### src/rtl/framebuf_dma_arbiter.sv
// rtl/framebuf_dma_arbiter.sv - two-port burst arbiter sharing one DMA read port
// Optional aging priority for port 1 is enabled by defining FRAMEBUF_ARB_AGING_EN.
module framebuf_dma_arbiter #(
  parameter int unsigned aging_limit = 4
) (
  input  logic        i_clk,
  input  logic        i_nrst,
  input  logic        i_req0_valid,
  output logic        o_req0_ready,
  input  logic [11:0] i_req0_bytes,
  input  logic [23:0] i_req0_addr,
  input  logic        i_req1_valid,
  output logic        o_req1_ready,
  input  logic [11:0] i_req1_bytes,
  input  logic [23:0] i_req1_addr,
  output logic        o_resp0_valid,
  output logic        o_resp0_last,
  output logic [23:0] o_resp0_addr,
  output logic [63:0] o_resp0_data,
  input  logic        i_resp0_ready,
  output logic        o_resp1_valid,
  output logic        o_resp1_last,
  output logic [23:0] o_resp1_addr,
  output logic [63:0] o_resp1_data,
  input  logic        i_resp1_ready,
  input  logic        i_req_mem_ready,
  output logic        o_req_mem_valid,
  output logic [11:0] o_req_mem_bytes,
  output logic [23:0] o_req_mem_addr,
  input  logic        i_resp_mem_valid,
  input  logic        i_resp_mem_last,
  input  logic [23:0] i_resp_mem_addr,
  input  logic [63:0] i_resp_mem_data,
  output logic        o_resp_mem_ready,
  output logic        o_owner,
  output logic        o_busy
);

  typedef enum logic [1:0] {
    ST_IDLE,
    ST_REQUEST,
    ST_RESPONSE
  } state_t;

  state_t      state_q, state_d;
  logic        owner_q, owner_d;
  logic [11:0] bytes_q, bytes_d;
  logic [23:0] addr_q, addr_d;
  logic        grant;
  logic        winner;

`ifdef FRAMEBUF_ARB_AGING_EN
  localparam logic [3:0] AGE_LIMIT = 4'(aging_limit);
  logic [3:0] age_q, age_d;

  always_comb begin
    grant  = i_req0_valid | i_req1_valid;
    winner = ~i_req0_valid | (i_req1_valid & (age_q >= AGE_LIMIT));
  end

  // Counts port-0 wins while port 1 is left waiting; saturates at 15.
  always_comb begin
    age_d = age_q;
    if (state_q == ST_IDLE) begin
      if (!i_req1_valid || (grant && winner)) begin
        age_d = 4'd0;
      end else if (grant && age_q != 4'hF) begin
        age_d = age_q + 4'd1;
      end
    end
  end

  always_ff @(posedge i_clk or negedge i_nrst) begin
    if (!i_nrst) begin
      age_q <= 4'd0;
    end else begin
      age_q <= age_d;
    end
  end
`else
  always_comb begin
    grant  = i_req0_valid | i_req1_valid;
    winner = ~i_req0_valid;
  end
`endif

  always_comb begin
    state_d = state_q;
    owner_d = owner_q;
    bytes_d = bytes_q;
    addr_d  = addr_q;
    case (state_q)
      ST_IDLE: begin
        if (grant) begin
          owner_d = winner;
          bytes_d = winner ? i_req1_bytes : i_req0_bytes;
          addr_d  = winner ? i_req1_addr  : i_req0_addr;
          state_d = ST_REQUEST;
        end
      end
      ST_REQUEST: begin
        if (i_req_mem_ready) begin
          state_d = ST_RESPONSE;
        end
      end
      ST_RESPONSE: begin
        if (i_resp_mem_valid && o_resp_mem_ready && i_resp_mem_last) begin
          state_d = ST_IDLE;
        end
      end
      default: state_d = ST_IDLE;
    endcase
  end

  always_ff @(posedge i_clk or negedge i_nrst) begin
    if (!i_nrst) begin
      state_q <= ST_IDLE;
      owner_q <= 1'b0;
      bytes_q <= 12'd0;
      addr_q  <= 24'd0;
    end else begin
      state_q <= state_d;
      owner_q <= owner_d;
      bytes_q <= bytes_d;
      addr_q  <= addr_d;
    end
  end

  // Readies are gated by reset so nothing is accepted while reset is held.
  always_comb begin
    o_req0_ready     = 1'b0;
    o_req1_ready     = 1'b0;
    o_req_mem_valid  = 1'b0;
    o_resp_mem_ready = 1'b0;
    o_resp0_valid    = 1'b0;
    o_resp0_last     = 1'b0;
    o_resp0_addr     = 24'd0;
    o_resp0_data     = 64'd0;
    o_resp1_valid    = 1'b0;
    o_resp1_last     = 1'b0;
    o_resp1_addr     = 24'd0;
    o_resp1_data     = 64'd0;
    case (state_q)
      ST_IDLE: begin
        o_req0_ready = i_nrst & grant & ~winner;
        o_req1_ready = i_nrst & grant & winner;
      end
      ST_REQUEST: begin
        o_req_mem_valid = 1'b1;
      end
      ST_RESPONSE: begin
        if (owner_q) begin
          o_resp_mem_ready = i_resp1_ready;
          o_resp1_valid    = i_resp_mem_valid;
          o_resp1_last     = i_resp_mem_last;
          o_resp1_addr     = i_resp_mem_addr;
          o_resp1_data     = i_resp_mem_data;
        end else begin
          o_resp_mem_ready = i_resp0_ready;
          o_resp0_valid    = i_resp_mem_valid;
          o_resp0_last     = i_resp_mem_last;
          o_resp0_addr     = i_resp_mem_addr;
          o_resp0_data     = i_resp_mem_data;
        end
      end
      default: ;
    endcase
  end

  assign o_req_mem_bytes = bytes_q;
  assign o_req_mem_addr  = addr_q;
  assign o_owner         = owner_q;
  assign o_busy          = (state_q != ST_IDLE);

endmodule

### config.mk
export PLATFORM = sky130hd
export DESIGN_NAME = framebuf_dma_arbiter
export DESIGN_NICKNAME = d
export VERILOG_FILES = /design/src/rtl/framebuf_dma_arbiter.sv
export SDC_FILE = /design/constraint.sdc
export NUM_CORES = 1
export LEC_CHECK = 0
export CORE_AREA = 2 2 151 153
export CTS_CLUSTER_SIZE = 16
export DETAILED_ROUTE_END_ITERATION = 10
export DIE_AREA = 0 0 153 155
export GPL_TIMING_DRIVEN = 1
export HOLD_SLACK_MARGIN = 0.06
export SKIP_CTS_REPAIR_TIMING = 1
export SYNTH_ARGS = -nofsm -noshare
export SYNTH_HDL_FRONTEND = slang
export SYNTH_SLANG_ARGS = --single-unit
### constraint.sdc
create_clock -name i_clk -period 2 [get_ports i_clk]
set_input_delay 0.3 -clock i_clk [delete_from_list [all_inputs] [get_ports i_clk]]
set_output_delay 0.3 -clock i_clk [all_outputs]
set_load 0.005 [all_outputs]
-- After elaboration in Yosys (flattened, before gate mapping)
Index checks and enable logic that the tools add are counted.
- reduce and logical (&&, ||, !) cells: 6
- muxes and demuxes: 27
- bitwise gates (word level): 5
- equal/unequal tests: 5
- operators with widths (operator ; number):
    two-way mux 64 bit ; 4
    two-way mux 24 bit ; 5
    two-way mux 1 bit ; 13
    two-way mux 12 bit ; 1
    two-way mux 2 bit ; 3
    != test 2 bit, second input constant ; 3
    case mux 2 bit (3 select lines) ; 1
    AND 1 bit ; 3
    AND reduction 3 bit ; 1
    equality test 2 x 1 -> 1 bit, second input constant ; 1
    equality test 2 bit, second input constant ; 1
    logical AND 1 bit ; 2
    zero test 2 bit ; 1
    AND reduction 2 bit ; 1
    nonzero test 2 bit ; 1
    inverter 1 bit ; 1
    OR 1 bit ; 1
- register bits after elaboration: 39
- logic and storage cells: 47
- output and inout bits: 222
- input port bits: 169

-- Longest topological paths before layout
- depth after elaboration: 6
- gate-level depth with buffers: 5
- mapped depth without buffers: 3

-- Least setup slack after synthesis
OpenSTA, ideal clock, no wires.
- kind: register -> output
- from: reg state_q[0]
- to: out o_resp1_addr[0]
- arrival time: 1.185 ns
- cell stages (with the launch flop): 5
- data required time: 1.700 ns
- path buffers: 1
- slack: 0.515 ns
- cell sequence: dfrtp_1 > nand2b_4 > nor2_1 > clkbuf_2 > and2_1
- word-level cells in the longest chain between the ends: 2
- ends and longest elaborated chain (what ; RTL line ; RTL):
    start: declaration ; 45 ; state_t state_q, state_d;
    start signal: assignment ; 122 ; state_q <= state_d;
    equality test 2 bit ; 143 ; case (state_q)
    two-way mux 24 bit ; 143 ;
    end: declaration ; 23 ; output logic [23:0] o_resp1_addr,
Every way passes these cells.

-- Final worst setup path
- from: reg state_q[0]
- to: out o_resp0_addr[19]
- word-level cells in the longest chain between the ends: 2
- ends and longest elaborated chain (what ; RTL line ; RTL):
    equality test 2 bit ; 143 ;
    two-way mux 24 bit ; 143 ;
    end: declaration ; 18 ; output logic [23:0] o_resp0_addr,
Every way passes these cells.

==> results.py <==
metrics = {
    "setup_path": {
        "arrival_ns": 1.89,
        "start_kind": "register",
        "worstPathRequired_ns": 1.70,
        "worst-path-buf-inv": 2,
        "r2r-end": "o_req_mem_addr[21]",
        "crit_fanout": 34,
        "crit_type": "register to primary output",
        "r2r-start": "state_q[0]",
        "critPathSlowestCell": "clkdlybuf4s50_1",
        "crit_family": "buffers and inverters",
        "crit_path_end_kind": "primary output",
        "cp_cell_sequence": "nand2b_4 -> nor2_4 -> buf_12 -> and2_1 -> clkdlybuf4s50_1",
        "worst-path-stages": 5,
        "max_stage_delay_ns": 0.51,
        "r2r_slack_ns": 0.28,
        "r2r_cells": 5,
    },
    "cts": {
        "numCtsBuffers": 5,
        "clk_path_buf_depth": 2,
        "h-tree-depth": 2,
        "insertion_delay_ns": 0.28,
        "ctsRootBufferMaster": "clkbuf_16",
        "cts_tree": "yes",
        "cts.clk_slew.worst_paths_ns": 0.06,
        "clock_sinks": 39,
    },
    "layout": {
        "stdcell_area_um2": 8250,
        "final_nets": 915,
        "insertedDiodeCount": 0,
        "ff_latch_area_um2": 976,
        "fillers": 2235,
        "multi_input_area_um2": 2120,
        "drive_gt1_frac": 0.220,
        "area_growth_pct": 155,
    },
    "timing": {
        "whs_ns": 0.503,
        "hold_violations": 0,
        "setup_violations": 18,
        "drv_slew": 0,
        "min_period_ns": 2.19,
        "worst_slack_ns": -0.186,
        "slew_headroom": 0.755,
        "grt_setup_unrepaired": "yes",
        "period_share": 1.09,
        "fin_skew_ns": 0.00328,
        "fmax_mhz": 458,
        "worstMarginPinSlew_ns": 0.367,
        "tns_ns": -1.81,
    },
    "synthesis": {
        "synth_edf_count": 0,
        "synth_cell_types": 20,
        "ys_async_sr_fraction": 1.00,
        "yosysSeqAreaShare": 0.301,
        "synth_common_cells": "180 x and2_1, 58 x mux2_2, 39 x dfrtp_1",
        "syn_avg_cell_area_um2": 9.68,
        "syn-num-nets": 504,
        "synthFlopType": "dfrtp_1",
        "netlist_top_cells_area": "and2_1 35%, dfrtp_1 30%, mux2_2 20%",
        "yosysMostFrequentCell": "and2_1",
        "yosysWarnings": 0,
        "yosysTopAreaCellShare": 0.347,
        "ys_ff_latch": 39,
        "synth.largest_area_cell": "and2_1",
        "synth_area_um2": 3240,
        "postSynthCellCount": 335,
    },
    "detailed_routing": {
        "wire_per_inst_um": 17.8,
        "route.detailed.drc": 0,
        "ant_nets": 0,
        "drtIter0Drc": 129,
        "drt_first_pass_iters": 4,
        "via_count": 3960,
        "routed_wirelength_um": 18400,
        "vias_per_cell": 3.84,
    },
    "floorplan": {
        "start_util": 0.146,
        "die-area_um2": 23700,
        "die_h_um": 155,
        "die_w_um": 153,
        "core_um2": 22200,
        "io_pins": 391,
        "row_count": 55,
    },
    "place": {
        "placed_cell_area_um2": 7530,
        "dpl.hpwl_um": 14100,
        "io_buffers": 390,
        "post-place-ws_ns": 0.0262,
        "gp_congestion": 0.796,
    },
    "hold_path": {
        "holdPathEnd": "o_req_mem_addr[22]",
        "min_from": "o_req_mem_addr[22]",
        "hp-class": "register to register",
        "min_delay_path_depth": 1,
    },
    "status": {
        "violations": "negative setup slack",
        "status": "finished with violations",
    },
    "global_route": {
        "grt_pass1_vias": 3813,
        "grt_pass1_wl_um": 24500,
        "grt_max_degree": 68,
        "grt_overflow": 0,
        "grt_use_total": 0.135,
        "antenna_found_initial": 0,
    },
    "power": {
        "p_leak_nw": 5.71,
        "ir_worst_vdd_uv": 777,
        "power.density_nw_per_um2": 812,
    },
    "job": {
        "cap_violations": 0,
    },
}
registers in the layout, summed over array words and instances, names as in the netlist:
register         count
o_req_mem_addr      24
state_q              2
o_req_mem_bytes     12
o_owner              1
cell usage in the layout, fill, tap and decap left out, types with 2 or more instances in the layout:
cell type        synthesis  layout
clkdlybuf4s50_1          0     216
and2_1                 180     176
dlymetal6s2s_1           0     137
mux2_2                  58      58
dfrtp_1                 39      39
clkbuf_2                18      21
buf_4                    2      17
mux2_4                  14      14
buf_2                    2      13
clkbuf_16                0      11
buf_12                   0      11
buf_6                    4       7
and2_4                   0       4
inv_1                    3       3
nor2_4                   0       2
mux2i_1                  2       2
nor2_1                   4       2
metal layers:
metal / global-route usage / share of wire / up-vias / wire length, µm
li1: - / - / 1894 / -
met3: 0.0331 / 0.067 / 15 / 1240
met5: 0 / 0 / - / 0
met2: 0.239 / 0.51 / 212 / 9410
met1: 0.166 / 0.41 / 1839 / 7480
met4: 0.0282 / 0.015 / 0 / 277
layout make-up:
cell class,count,area share
Sequential cell,39,0.118
Clock buffer,6,0.0156
Tap cell,285,0.0432
Timing Repair Buffer,430,0.563
Multi-Input combinational cell,267,0.257
Inverter,3,0.00136
Clock inverter,2,0.00152
power breakdown:
group / switching [mW] / total (mW) / internal, mW / leakage (nW)
combinational: 1.57 / 4.51 / 2.94 / 5.18
clock: 0.321 / 0.782 / 0.460 / 0.0669
sequential: 0.213 / 1.41 / 1.20 / 0.459
total: 2.10 / 6.70 / 4.60 / 5.71
metrics by stage:
stage                     power, mW  cells  utilization
after floorplan                2.99    335            -
after detailed placement       5.70    999        0.339
after CTS                      6.55   1007        0.345
after global routing           7.16   1032        0.371
after global placement         5.70    999        0.339
final                          6.70   1032        0.371
worst register-to-register path, delay by kind of cell, from the launching register on:
family                 cells  cell delay [ns]
AOI/OAI and AO/OA          1             0.20
and+or+nand+nor            1             0.21
muxes                      1             0.39
DFF                        1             0.37
buffers and inverters      2             0.44
kinds of logic (layout without fill, tap and decap cells):
kind of cell,count (synthesis),in the layout,synth area share
mux,74,74,0.272
compound gates,3,3,0.00772
flops,39,39,0.301
simple gates,190,190,0.366
buf+inv,29,441,0.0529
how the worst max path moves through the flow:
| stage | endpoint | start | slack (ns) |
|---|---|---|---|
| after floorplan | o_resp1_addr[0] | state_q[0] | 0.51 |
| after global placement | o_resp1_addr[4] | state_q[0] | 0.04 |
| after detailed placement | o_resp1_data[61] | state_q[0] | 0.03 |
| after CTS | o_resp1_data[61] | state_q[0] | -0.29 |
| after global routing | o_req1_ready | state_q[0] | -0.26 |
| final | o_resp0_addr[19] | state_q[0] | -0.19 |
Power figures use the tool's default switching activity.
